## src/rtl/selector41_scan_ctrl_if.sv

```systemverilog
// rtl/selector41_scan_ctrl_if.sv - selector scan controller bus; adds chg when SCAN_CHG_EN is defined
interface selector41_scan_ctrl_if #(
  parameter int WIDTH = 4
);
  logic             start;
  logic             cont;
  logic [WIDTH-1:0] z;
  logic             s1;
  logic             s0;
  logic [WIDTH-1:0] ch0;
  logic [WIDTH-1:0] ch1;
  logic [WIDTH-1:0] ch2;
  logic [WIDTH-1:0] ch3;
  logic             valid;
  logic [1:0]       ch_idx;
  logic             busy;
  logic             done;
`ifdef SCAN_CHG_EN
  logic [3:0]       chg;

  modport master (
    output start, cont, z,
    input  s1, s0, ch0, ch1, ch2, ch3, valid, ch_idx, busy, done, chg
  );

  modport slave (
    input  start, cont, z,
    output s1, s0, ch0, ch1, ch2, ch3, valid, ch_idx, busy, done, chg
  );
`else
  modport master (
    output start, cont, z,
    input  s1, s0, ch0, ch1, ch2, ch3, valid, ch_idx, busy, done
  );

  modport slave (
    input  start, cont, z,
    output s1, s0, ch0, ch1, ch2, ch3, valid, ch_idx, busy, done
  );
`endif
endinterface

```

## src/rtl/selector41_scan_ctrl.sv

```systemverilog
// rtl/selector41_scan_ctrl.sv - 4-to-1 selector scan sequencer and capture stage; optional SCAN_CHG_EN change flags
module selector41_scan_ctrl #(
  parameter int WIDTH = 4,
  parameter int DWELL = 4
) (
  input logic                  clk,
  input logic                  rst_n,
  selector41_scan_ctrl_if.slave bus
);

  // Dwell below 2 leaves no settle cycle, so clamp it; the counter is 8 bits wide.
  localparam int         DW_EFF = (DWELL < 2) ? 2 : ((DWELL > 255) ? 255 : DWELL);
  localparam logic [7:0] LAST   = 8'(DW_EFF - 1);

  typedef enum logic {
    IDLE,
    SCAN
  } state_t;

  state_t           state;
  logic [1:0]       chan;
  logic [7:0]       cnt;
  logic [WIDTH-1:0] ch_q [4];
  logic             valid_q;
  logic             done_q;
  logic             busy_q;
  logic [1:0]       idx_q;
`ifdef SCAN_CHG_EN
  logic [3:0]       chg_q;
`endif

  // Sequencer: chan doubles as the registered select value, so selects only move on advance edges.
  always_ff @(posedge clk or negedge rst_n) begin
    if (!rst_n) begin
      state   <= IDLE;
      chan    <= 2'd0;
      cnt     <= 8'd0;
      ch_q[0] <= '0;
      ch_q[1] <= '0;
      ch_q[2] <= '0;
      ch_q[3] <= '0;
      valid_q <= 1'b0;
      done_q  <= 1'b0;
      busy_q  <= 1'b0;
      idx_q   <= 2'd0;
`ifdef SCAN_CHG_EN
      chg_q   <= 4'd0;
`endif
    end else begin
      valid_q <= 1'b0;
      done_q  <= 1'b0;
      case (state)
        IDLE: begin
          chan <= 2'd0;
          cnt  <= 8'd0;
          if (bus.start) begin
            state  <= SCAN;
            busy_q <= 1'b1;
          end
        end
        SCAN: begin
          if (cnt == LAST) begin
            cnt        <= 8'd0;
            ch_q[chan] <= bus.z;
            valid_q    <= 1'b1;
            idx_q      <= chan;
`ifdef SCAN_CHG_EN
            chg_q[chan] <= (bus.z != ch_q[chan]);
`endif
            // Channel 3 wraps to 0 naturally, which is also the idle select value.
            chan <= chan + 2'd1;
            if (chan == 2'd3) begin
              done_q <= 1'b1;
              if (!bus.cont) begin
                state  <= IDLE;
                busy_q <= 1'b0;
              end
            end
          end else begin
            cnt <= cnt + 8'd1;
          end
        end
        default: state <= IDLE;
      endcase
    end
  end

  assign bus.s1     = chan[1];
  assign bus.s0     = chan[0];
  assign bus.ch0    = ch_q[0];
  assign bus.ch1    = ch_q[1];
  assign bus.ch2    = ch_q[2];
  assign bus.ch3    = ch_q[3];
  assign bus.valid  = valid_q;
  assign bus.ch_idx = idx_q;
  assign bus.busy   = busy_q;
  assign bus.done   = done_q;
`ifdef SCAN_CHG_EN
  assign bus.chg    = chg_q;
`endif

endmodule
```

## src/flat_wrapper.sv

```systemverilog
// flat-port wrapper written by rule: the top's interface ports become plain ports
module selector41_scan_ctrl_flat 
#(
  parameter int WIDTH = 4,
  parameter int DWELL = 4
)
  (clk, rst_n, bus_start, bus_cont, bus_z, bus_s1, bus_s0, bus_ch0, bus_ch1, bus_ch2, bus_ch3, bus_valid, bus_ch_idx, bus_busy, bus_done);
  selector41_scan_ctrl_if #(.WIDTH(WIDTH)) bus_i ();
  input logic clk;
  input logic rst_n;
  input wire logic [$bits(bus_i.start)-1:0] bus_start;
  input wire logic [$bits(bus_i.cont)-1:0] bus_cont;
  input wire logic [$bits(bus_i.z)-1:0] bus_z;
  output wire logic [$bits(bus_i.s1)-1:0] bus_s1;
  output wire logic [$bits(bus_i.s0)-1:0] bus_s0;
  output wire logic [$bits(bus_i.ch0)-1:0] bus_ch0;
  output wire logic [$bits(bus_i.ch1)-1:0] bus_ch1;
  output wire logic [$bits(bus_i.ch2)-1:0] bus_ch2;
  output wire logic [$bits(bus_i.ch3)-1:0] bus_ch3;
  output wire logic [$bits(bus_i.valid)-1:0] bus_valid;
  output wire logic [$bits(bus_i.ch_idx)-1:0] bus_ch_idx;
  output wire logic [$bits(bus_i.busy)-1:0] bus_busy;
  output wire logic [$bits(bus_i.done)-1:0] bus_done;
  assign bus_i.start = bus_start;
  assign bus_i.cont = bus_cont;
  assign bus_i.z = bus_z;
  assign bus_s1 = bus_i.s1;
  assign bus_s0 = bus_i.s0;
  assign bus_ch0 = bus_i.ch0;
  assign bus_ch1 = bus_i.ch1;
  assign bus_ch2 = bus_i.ch2;
  assign bus_ch3 = bus_i.ch3;
  assign bus_valid = bus_i.valid;
  assign bus_ch_idx = bus_i.ch_idx;
  assign bus_busy = bus_i.busy;
  assign bus_done = bus_i.done;
  selector41_scan_ctrl #(.WIDTH(WIDTH), .DWELL(DWELL)) u_core (.clk(clk), .rst_n(rst_n), .bus(bus_i));
endmodule
```

## config.mk

```make
export PLATFORM = sky130hd
export DESIGN_NAME = selector41_scan_ctrl_flat
export DESIGN_NICKNAME = d
export VERILOG_FILES = /design/src/rtl/selector41_scan_ctrl_if.sv /design/src/rtl/selector41_scan_ctrl.sv /design/src/flat_wrapper.sv
export SDC_FILE = /design/constraint.sdc
export NUM_CORES = 1
export LEC_CHECK = 0
export CORE_AREA = 2 2 61 57
export DETAILED_ROUTE_END_ITERATION = 8
export DIE_AREA = 0 0 63 59
export PLACE_DENSITY = 0.75
export SLEW_MARGIN = 10
export SYNTH_ARGS = -nofsm -noshare
export SYNTH_HDL_FRONTEND = slang
export SYNTH_SLANG_ARGS = --single-unit
```

## constraint.sdc

```tcl
create_clock -name clk -period 3.3 [get_ports clk]
set_input_delay 0.66 -clock clk [delete_from_list [all_inputs] [get_ports clk]]
set_output_delay 0.66 -clock clk [all_outputs]
set_load 0.05 [all_outputs]
```

* After elaboration in Yosys (flattened, before gate mapping)
Cells that the tools add are included.
** Cells by class
- Bitwise gates (word level) :: 2
- $lt $le $gt $ge :: 2
- Reduce and logical (&&, ||, !) cells :: 3
- Equal/unequal tests :: 6
- Mux-type cells :: 22
- Add/sub/neg operators :: 2
** Operators by type and width (count)
- $bwmux W16 :: 1
- $pmux W8 S2 :: 1
- $mux W1 :: 13
- $add A8 B1 Y8 const B :: 1
- $demux W4 S2 :: 1
- $eq A8 B2 Y1 const B :: 1
- $mux W8 :: 1
- $ne A2 B2 Y1 const B :: 4
- $mux W4 :: 1
- $pmux W1 S2 :: 2
- $pmux W2 S2 :: 1
- $reduce_and A4 Y1 :: 1
- $ge A3 B3 Y1 const B :: 1
- $lt A3 B1 Y1 const B :: 1
- $not A2 Y3 :: 1
- $add A2 B1 Y2 const B :: 1
- $eq A2 B2 Y1 const B :: 1
- $mux W2 :: 1
- $reduce_and A2 Y1 :: 1
- $logic_and A1 B1 Y1 :: 1
- $not A1 Y1 :: 1
** Word-level totals
- Word-level logic and storage cells :: 48
- Bits in registers :: 32
- Bits of input ports :: 8
- Output and inout port bits :: 23

* Logic depth before layout (Yosys ltp)
Gate-level depths: netlist of run 1.
- Word-level depth :: 6
- Mapped depth :: 4
- Mapped depth without buffers :: 4

* Worst setup path before layout of run 1
No wires, ideal clock.
- Path kind :: register to register
- From :: register u_core.cnt[0]
- To :: register u_core.chan[0]
- Setup time :: 0.079 ns
- Required time :: 3.221 ns
- Buffers on the path :: 0
- Stages on the path, launching flop included :: 5
- Slack :: 1.678 ns
- Period minus slack after synthesis :: 1.622 ns
- Data arrival time :: 1.542 ns
- Path through :: dfrtp_1 -> ha_1 -> or4b_4 -> nor4_4 -> mux2i_1
** On the way
- Longest elaborated chain between the ends :: 2
** Ends and longest elaborated chain
- from (decl) :: RTL line selector41_scan_ctrl.sv:22 : logic [7:0] cnt;
- from (signal assigned) :: RTL line selector41_scan_ctrl.sv:80 : cnt <= cnt + 8'd1;
- $eq A8 B2 Y1 :: RTL line selector41_scan_ctrl.sv:62 : if (cnt == LAST) begin
- $ne A2 B2 Y1 (no source line)
- to (signal assigned) :: RTL line selector41_scan_ctrl.sv:71 : chan <= chan + 2'd1;
- to (decl) :: RTL line selector41_scan_ctrl.sv:21 : logic [1:0] chan;
Every way passes these cells.
A chain may end at the register's enable or synchronous reset.

* Final worst setup path of run 1
- From :: register u_core.chan[0]
- To :: output bus_s0
** RTL lines
- to (decl) :: RTL line flat_wrapper.sv:15 : output wire logic [$bits(bus_i.s0)-1:0] bus_s0;
No word-level cell between the ends.

==> out/results.tsv, run 1 <==
stage	metric	value	unit
synth	ys_warn_count	0	
cells_and_area	drive_above_1_share	0.242	
cts	path_clk_slew	90	ps
timing	tightest_slew	508	ps
drt	drc	0	
grt	antenna_found_initial	0	
timing	post-route-min-period	2270	ps
drt	wl	2.59	mm
place	globalplace.congestion	0.782	
worst_setup_path	critical_path_class	reg2out	
worst_setup_path	crit_start	u_core.chan[0]	
floorplan	die_w	63	microns
power_and_ir_drop	power_density	1080	mW/mm^2
timing	skew	6.75	ps
worst_setup_path	worstPathCellList	clkdlybuf4s50_1	
worst_setup_path	critical_path.max_stage_delay	840	ps
worst_hold_path	worstHoldStart	u_core.bus.ch2[0]	
cts	cts_tree	built	
cells_and_area	area_delta_synth_final	27.8	%
worst_setup_path	worstPathArrival	1610	ps
synth	syn_inst	112	
timing	slew_headroom	0.660	
place	io_buffers	30	
worst_setup_path	crit_required	2640	ps
drt	drt_iter0_drc	49	
cells_and_area	final_cell_mix	32 x dfrtp_1, 30 x clkdlybuf4s50_1, 16 x mux2_2	
synth	syn_avg_cell_area	13.1	sq um
worst_setup_path	path_buf_inv	1	
synth	ys_ff_latch	32	
power_and_ir_drop	vdd_drop_max	0.801	mV
cts	ctsHoldBuffers	0	
flow_run	maxCapViolCount	0	
worst_setup_path	end_kind	output port	
synth	ys_seq_area_frac	0.545	
power_and_ir_drop	power_switching	0.955	mW
cts	clockRootBuffer	clkbuf_4	
drt	vias	976	
floorplan	dieArea	0.00372	sq mm
cells_and_area	fin_nets	161	
grt	gr-total-overflow	0	
cells_and_area	diodes	0	
timing	finalSetupViolations	0	
power_and_ir_drop	p_comb_frac	0.573	
cells_and_area	layout_commonest_cell	dfrtp_1	
drt	viasPerCell	5.11	
floorplan	die_height	59	microns
worst_setup_path	cp-start-kind	flop	
floorplan	io_pins	31	
synth	synth_cell_types	25	
grt	gr-usage-all-layers	0.165	
power_and_ir_drop	seqPwrFrac	0.315	
place	dp_hpwl	1.97	mm
worst_setup_path	critical_path.top_delay_family	buffers and inverters	
synth	synth_nets	125	
worst_setup_path	cp_slowest_cell	clkdlybuf4s50_1	
grt	grt_pass1_vias	987	
cts	insertion_delay	330	ps
timing	totalNegativeSetupSlack	0	ps
grt	grt_start_max_net_pins	33	
power_and_ir_drop	internal-power	1.08	mW
power_and_ir_drop	power.total	2.04	mW
power_and_ir_drop	switching_share	0.469	
grt	grt_pass1_wl	4.55	mm
timing	finalHoldViolCount	0	
cts	cts-resized-gates	0	
timing	clock.fmax	0.440	GHz
power_and_ir_drop	p_leak	0.813	nW
timing	rsz0062_at_grt	no	
run_status	status	complete, no violations	
timing	fin_crit_sh	0.688	
cts	cts_sinks	32	
timing	final_max_slew_viol_count	0	
cts	clock_path_buffers	2	
cts	numCtsBuffers	5	
cts	htree_levels	2	
cts	post_cts_buffers	0	
drt	first_pass_iters	4	
drt	routedWlPerCell	13.6	microns
worst_hold_path	hold_class	reg2reg	
floorplan	core_area	0.00302	sq mm
floorplan	start_util	0.487	
synth	syn_area	0.00147	sq mm
worst_setup_path	crit_fanout	6	
floorplan	rows	19	
drt	ant_nets	0	
power_and_ir_drop	pwr-share-clk	0.112	
worst_setup_path	regToRegStartpoint	u_core.cnt[0]	
## stage by stage
step / area (sq um) / utilization / setup slack, ps / instances / hold slack, ps
after floorplan: 1470 / - / 1680 / 112 / 364
after global placement: 1820 / 0.602 / 1410 / 183 / 472
after detailed placement: 1820 / 0.602 / 1370 / 183 / 483
after CTS: 1880 / 0.622 / 997 / 191 / 506
after global routing: 1880 / 0.622 / 957 / 191 / 521
final: 1880 / 0.622 / 1030 / 191 / 497
## state kept, by name, indices dropped and copies added, names as in the netlist
register	count
u_core.bus.busy	1
u_core.bus.ch0	4
u_core.bus.ch1	4
u_core.bus.ch2	4
u_core.bus.ch3	4
u_core.bus.ch_idx	2
u_core.bus.done	1
u_core.bus.valid	1
u_core.chan	2
u_core.cnt	8
u_core.state	1
## layout make-up
type                            count  area, sq um
Tap cell                           42         52.6
Timing Repair Buffer               31          308
Multi-Input combinational cell     72          634
Sequential cell                    32          801
Fill cell                         247         1140
Inverter                            6         22.5
Clock buffer                        6         51.3
Clock inverter                      2         10.0
## cells in the mapped netlist
| library cell | instances | share of area |
|---|---|---|
| xnor2_1 | 1 | 0.0060 |
| nand3_2 | 4 | 0.027 |
| or3_1 | 3 | 0.013 |
| o21ai_0 | 3 | 0.010 |
| mux2_1 | 2 | 0.015 |
| nor2_1 | 7 | 0.018 |
| and4bb_4 | 1 | 0.011 |
| clkbuf_2 | 1 | 0.0034 |
| inv_1 | 6 | 0.015 |
| mux2i_1 | 2 | 0.014 |
| and2_1 | 1 | 0.0043 |
| buf_4 | 1 | 0.0051 |
| nand3_1 | 4 | 0.014 |
| ha_1 | 5 | 0.043 |
| a211o_2 | 1 | 0.0068 |
| xor2_1 | 1 | 0.0060 |
| a21oi_1 | 7 | 0.024 |
| dfrtp_1 | 32 | 0.54 |
| mux2_2 | 16 | 0.12 |
| o41ai_4 | 1 | 0.019 |
| nor4_4 | 2 | 0.029 |
| nand4_1 | 1 | 0.0043 |
| or4b_4 | 1 | 0.0094 |
| nand2_1 | 8 | 0.020 |
| nor4b_4 | 1 | 0.016 |
## layer usage
metal | vias to the layer above | GRT usage | routed length, microns
met5 | - | 0 | 0
met4 | 0 | 0.0635 | 39
met3 | 5 | 0.0703 | 186
met2 | 27 | 0.266 | 1270
met1 | 478 | 0.199 | 1100
li1 | 466 | - | -
## path summary, 6_finish.rpt
| check | to | slack [ps] | depth (start not counted) |
|---|---|---|---|
| worst min-delay path | u_core.bus.ch2[0] | 500 | 1 |
| worst min register to register | u_core.bus.ch2[0] | 500 | 1 |
| worst max register to register | u_core.chan[0] | 1440 | 4 |
| worst max-delay path | bus_s0 | 1030 | 1 |
| max in group asynchronous | u_core.bus.ch0[1] | 2290 | 2 |
| min in group asynchronous | u_core.bus.ch0[0] | 710 | 2 |
## power by group through the flow
stage / registers (mW) / logic [mW] / clock network, mW
after floorplan: 1.13 / 0.326 / 0
after global placement: 0.644 / 1.16 / 0
after detailed placement: 0.655 / 1.18 / 0
after CTS: 0.646 / 1.18 / 0.239
after global routing: 0.666 / 1.23 / 0.257
final: 0.642 / 1.17 / 0.227
## kinds of logic after synthesis
| logic type | after synthesis | share of synthesized area |
|---|---|---|
| muxes | 20 | 0.151 |
| AOI/OAI and AO/OA | 12 | 0.0596 |
| xor gates and xnor gates | 2 | 0.0119 |
| buffers and inverters | 8 | 0.0238 |
| and+or+nand+nor | 33 | 0.166 |
| DFF | 32 | 0.545 |
| adders and majority gates | 5 | 0.0426 |
No activity file was read; power rests on OpenSTA's default activity.
==> run 2: changes to the inputs <==
- CORE_AREA: 2 2 61 57 -> 2 2 64 60
- DIE_AREA: 0 0 63 59 -> 0 0 66 62
- PLACE_DENSITY: 0.75 -> 0.71
- clock period: 3.3 -> 2.08 ns (I/O delays scaled with it)
==> run 2 against run 1 <==
Compared with the run above:
- cell area rose by 2.1%
- worst setup slack got worse by 940 ps
- die area increased by 10%
- utilization down 7.7 points
- clock skew rose by 1.7 ps
- largest cell class unchanged
- highest routed layer unchanged
==> out/results.tsv, run 2 (same netlist as run 1, synthesis figures left out) <==
stage	metric	value	unit	change
flow_run	maxCapViolCount	0		unchanged
drt	drt_iter0_drc	31		was 49
timing	totalNegativeSetupSlack	0	ps	unchanged
worst_setup_path	critical_path.top_delay_family	buffers and inverters		unchanged
worst_setup_path	cp-start-kind	flop		unchanged
cts	clock_path_buffers	2		unchanged
place	dp_hpwl	2.10	mm	was 1.97 mm
cells_and_area	layout_commonest_cell	dfrtp_1		unchanged
drt	routedWlPerCell	14.6	microns	was 13.6 microns
cells_and_area	drive_above_1_share	0.236		was 0.242
power_and_ir_drop	p_leak	0.826	nW	was 0.813 nW
drt	vias	977		was 976
worst_hold_path	min_path_cells	1		unchanged
cells_and_area	area_delta_synth_final	30.6	%	was 27.8%
timing	finalHoldViolCount	0		unchanged
place	io_buffers	30		unchanged
worst_hold_path	worstHoldStart	u_core.cnt[0]		was u_core.bus.ch2[0]
grt	antenna_found_initial	0		unchanged
worst_setup_path	r2r_slack	310	ps	was 1440 ps
timing	timing.hold.ws	498	ps	was 497 ps
cells_and_area	fill_cells	327		was 247
power_and_ir_drop	vdd_drop_max	0.824	mV	was 0.801 mV
grt	grt_start_max_net_pins	33		unchanged
drt	wl	2.83	mm	was 2.59 mm
place	pre_cts_ws	313	ps	was 1370 ps
cells_and_area	fin_nets	161		unchanged
worst_setup_path	crit_fanout	6		unchanged
timing	tightest_slew	513	ps	was 508 ps
worst_setup_path	cp_slowest_cell	clkdlybuf4s50_1		unchanged
worst_setup_path	r2r-end	u_core.chan[0]		unchanged
drt	viasPerCell	5.04		was 5.11
timing	final_max_slew_viol_count	0		unchanged
timing	clock.fmax	0.502	GHz	
cts	cts_tree	built		unchanged
worst_setup_path	critical_path.max_stage_delay	840	ps	about the same
cells_and_area	fin_util	0.545		was 0.622
worst_setup_path	path_buf_inv	1		unchanged
floorplan	die_height	62	microns	was 59 microns
run_status	status	complete, no violations		unchanged
drt	drc	0		unchanged
cts	clockRootBuffer	clkbuf_8		was clkbuf_4
cells_and_area	diodes	0		unchanged
grt	gr-total-overflow	0		unchanged
cells_and_area	regMostFlops	u_core.cnt		unchanged
cells_and_area	final_cell_mix	32 x dfrtp_1, 30 x clkdlybuf4s50_1, 16 x mux2_2		unchanged
floorplan	start_util	0.418		was 0.487
floorplan	dieArea	0.00409	sq mm	was 0.00372 sq mm
drt	ant_nets	0		unchanged
timing	skew	8.42	ps	was 6.75 ps
cts	numCtsBuffers	5		unchanged
worst_setup_path	worstPathCellList	clkdlybuf4s50_1		unchanged
cts	ctsHoldBuffers	0		unchanged
worst_setup_path	worstPathArrival	1580	ps	was 1610 ps
worst_hold_path	hold_class	reg2reg		unchanged
timing	slew_headroom	0.657		was 0.660
cts	htree_levels	2		unchanged
cts	path_clk_slew	70	ps	was 90 ps
floorplan	die_w	66	microns	was 63 microns
power_and_ir_drop	power_density	1760	mW/mm^2	was 1080 mW/mm^2
cts	cts-resized-gates	0		unchanged
worst_hold_path	min_to	u_core.cnt[0]		was u_core.bus.ch2[0]
grt	gr-usage-all-layers	0.156		was 0.165
timing	worst_slack	87.5	ps	was 1030 ps
worst_setup_path	critical_path_class	reg2out		unchanged
worst_setup_path	regToRegStartpoint	u_core.cnt[0]		unchanged
floorplan	rows	21		was 19
grt	grt_pass1_wl	4.51	mm	was 4.55 mm
timing	post-route-min-period	1990	ps	
cts	cts_sinks	32		unchanged
floorplan	io_pins	31		unchanged
timing	fin_crit_sh	0.958		
worst_setup_path	r2r_cells	4		unchanged
cts	insertion_delay	280	ps	was 330 ps
timing	finalSetupViolations	0		unchanged
place	globalplace.congestion	0.910		was 0.782
grt	grt_pass1_vias	924		was 987
worst_setup_path	crit_required	1660	ps	was 2640 ps
cts	post_cts_buffers	0		unchanged
power_and_ir_drop	power.total	3.39	mW	was 2.04 mW
floorplan	core_area	0.00352	sq mm	was 0.00302 sq mm
cells_and_area	largest_reg_flops	8		unchanged
worst_setup_path	end_kind	output port		unchanged
drt	first_pass_iters	4		unchanged
timing	rsz0062_at_grt	no		unchanged
## run 2: cell count changes in the layout (fill, tap and decap cells not counted)
cell	previous run	this run
clkbuf_4	5	0
clkbuf_8	1	7
clkinv_2	2	0
## run 2: worst max-delay path by stage
stage / from / end / slack, ps / depth (start not counted)
final: u_core.chan[1] / bus_s1 / 90 / 1
after global routing: u_core.chan[1] / bus_s1 / 20 / 1
after CTS: u_core.chan[1] / bus_s1 / 70 / 1
after detailed placement: u_core.cnt[0] / u_core.chan[0] / 310 / 4
after global placement: u_core.cnt[0] / u_core.chan[1] / 400 / 4
after floorplan: u_core.cnt[0] / u_core.chan[0] / 460 / 4
## run 2: through the flow
step | area, sq um | cells
5_1_grt | 1920 | 194
4_1_cts | 1920 | 194
2_1_floorplan | 1470 | 112
6_report | 1920 | 194
3_3_place_gp | 1820 | 187
3_5_place_dp | 1820 | 187
## run 2: area by class of cell
cell class / count / area, sq um / area share
repair buffers: 31 / 308 / 0.160
flip-flops and latches: 32 / 801 / 0.417
clock buffers: 7 / 96.3 / 0.0502
multi-input cells: 72 / 634 / 0.331
well taps: 46 / 57.6 / 0.0300
inverters: 6 / 22.5 / 0.0117
## run 2: power by group
group | switching [mW] | total (mW) | internal (mW)
combinational | 1.16 | 1.85 | 0.689
clock | 0.212 | 0.506 | 0.294
sequential | 0.160 | 1.03 | 0.870
## run 2: metal layers
layer,GRT usage,up-vias,routed length (microns)
li1,-,464,-
met1,0.213,483,1330
met2,0.231,28,1350
met3,0.0505,2,117
met4,0.0700,0,30
met5,0,-,0
==> RTL change, RTL diff (config.mk and constraints of run 2) <==
Make the reset (`rst_n`) synchronous in one clocked block.
--- a/src/rtl/selector41_scan_ctrl.sv
+++ b/src/rtl/selector41_scan_ctrl.sv
@@ -31,5 +31,5 @@
 
   // Sequencer: chan doubles as the registered select value, so selects only move on advance edges.
-  always_ff @(posedge clk or negedge rst_n) begin
+  always_ff @(posedge clk) begin
     if (!rst_n) begin
       state   <= IDLE;
Function: differs if rst_n is asserted again (counterexample within 4 cycles, from zero or initial values and one cycle with rst_n low); with rst_n held inactive, the same outputs for 10 cycles.
==> RTL change against run 2 <==
Area after synthesis fell by 10%; via count rose by 1.2%; hold slack got worse by 0.022 ns; wire length fell by 12%; worst setup slack improved by 0.056 ns; sequential cell count did not move; design area fell by 5.7%; die area did not move; cell count rose by 3.1%; non-clock buffer count rose by 4; largest cell class unchanged.
Power is not compared: it rests on default switching activity, and its combinational part moved more than twofold at a synthesized area within 25%.
==> RTL change: results <==
[outcome]
run_status = "finished clean"

[setup_path]
rrSetupSlack_ns = 0.14
worst-path-max-fanout = 18
path_delay_family = "simple AND/OR/NAND/NOR gates"
reg2reg_from = "u_core.cnt[0]"
endpoint = "u_core.ch_q[1][1]"
max_stage_delay_ns = 0.51
critPathSlowestCell = "or4b_4"
cp_data_arrival_time_ns = 2.09

[placed_design]
dp_hpwl_um = 1885
finalWeightedCongestion = 0.7841
port_buffers = 30

[clock_network]
root_buffer = "clkbuf_8"

[routing]
wl_per_cell_um = 12.41
drtIter0Drc = 20
vias_per_cell = 4.945

[layout]
drive_gt1_share_pct = 20.78
largest_register = "u_core.ch_q"
final_nets = 163

[yosys]
ys_top_cells_by_area = "edfxtp_1 36%, dfxtp_1 24%, and3_2 4.5%, nand2_1 3.7%, and2_2 2.8%"
netlist-cell-type-count = 30
synth_edf_count = 16
synth-async-reset-ratio_pct = 0
synth_commonest_cells = "16 x dfxtp_1, 16 x edfxtp_1, 13 x nand2_1"
yosysSeqAreaShare_pct = 60.61
syn-num-nets = 123

[global_route]
grt_usage_pct = 13.95
antenna_found_initial = 0
grt_start_max_net_pins = 19
grt_first_pass_wirelength_um = 4064
grt_pass1_vias = 902

[power]
switchingPower_mw = 0.2904
p_leak_nw = 0.6970

[timing]
tightest_slew_ns = 0.5267
skew_ns = 0.007680
## RTL change: logic make-up after synthesis
| logic type | Yosys count | synth area share, % |
|---|---|---|
| buffers and inverters | 2 | 1.136 |
| DFF | 32 | 60.61 |
| and+or+nand+nor | 58 | 26.80 |
| xor gates and xnor gates | 3 | 1.989 |
| AOI/OAI and AO/OA | 13 | 5.302 |
| adders and majority gates | 2 | 1.894 |
| muxes | 3 | 2.273 |
## RTL change: power groups by stage
stage               Clock (mW)  Combinational [mW]  Sequential (mW)
finish                   0.566               0.114            0.683
global route             0.614               0.121            0.685
global placement             0               0.113            0.696
detailed placement           0               0.114            0.697
floorplan                    0              0.0184            0.742
CTS                      0.585               0.115            0.683
## RTL change: what timing repair did
action / CTS / global route
hold buffers: 0 / 0
gates resized for setup: 0 / 1
endpoints found under the setup margin: 0 / 4
setup buffers: 0 / 0
## RTL change: area by class of cell
| cell class | count | area [µm²] |
|---|---|---|
| repair buffers | 35 | 332.8 |
| well taps | 46 | 57.56 |
| fillers | 317 | 1710 |
| multi-input cells | 79 | 511.7 |
| clock buffers | 6 | 72.57 |
| clock inverters | 2 | 35.03 |
| flip-flops and latches | 32 | 800.8 |
## RTL change: worst min-delay path by stage
stage	start	end	depth (start not counted)	slack, ns
final	u_core.bus.ch_idx[0]	u_core.bus.ch_idx[0]	2	0.48
after global placement	u_core.bus.ch_idx[1]	u_core.bus.ch_idx[1]	2	0.45
after global routing	u_core.bus.ch_idx[0]	u_core.bus.ch_idx[0]	2	0.51
after CTS	u_core.bus.ch_idx[0]	u_core.bus.ch_idx[0]	2	0.48
after detailed placement	u_core.bus.ch_idx[0]	u_core.bus.ch_idx[0]	2	0.47
after floorplan	u_core.cnt[0]	u_core.cnt[0]	1	0.46
## RTL change: per-stage QoR
step	cell area [µm²]	worst slack, ns	cells	util [%]	hold slack (ns)
final	1810	0.1433	200	51.42	0.4759
after global routing	1810	0.006188	200	51.42	0.5145
after CTS	1804	0.1299	200	51.24	0.4799
after detailed placement	1697	0.1410	192	48.19	0.4703
after global placement	1697	0.1665	192	48.19	0.4471
after floorplan	1321	0.1512	113	-	0.4573
## RTL change: worst min-delay path, delay by kind of cell (launching register included)
kind	cells	cell delay [ns]
and+or+nand+nor	1	0.05
DFF	1	0.31
muxes	1	0.06
## RTL change: metal layers
layer	part of all wire (%)	vias up	global-route usage, %
li1	-	497	-
met1	44	458	15.68
met2	47	31	23.95
met3	7.0	3	5.586
met4	1.4	0	6.122
met5	0	-	0
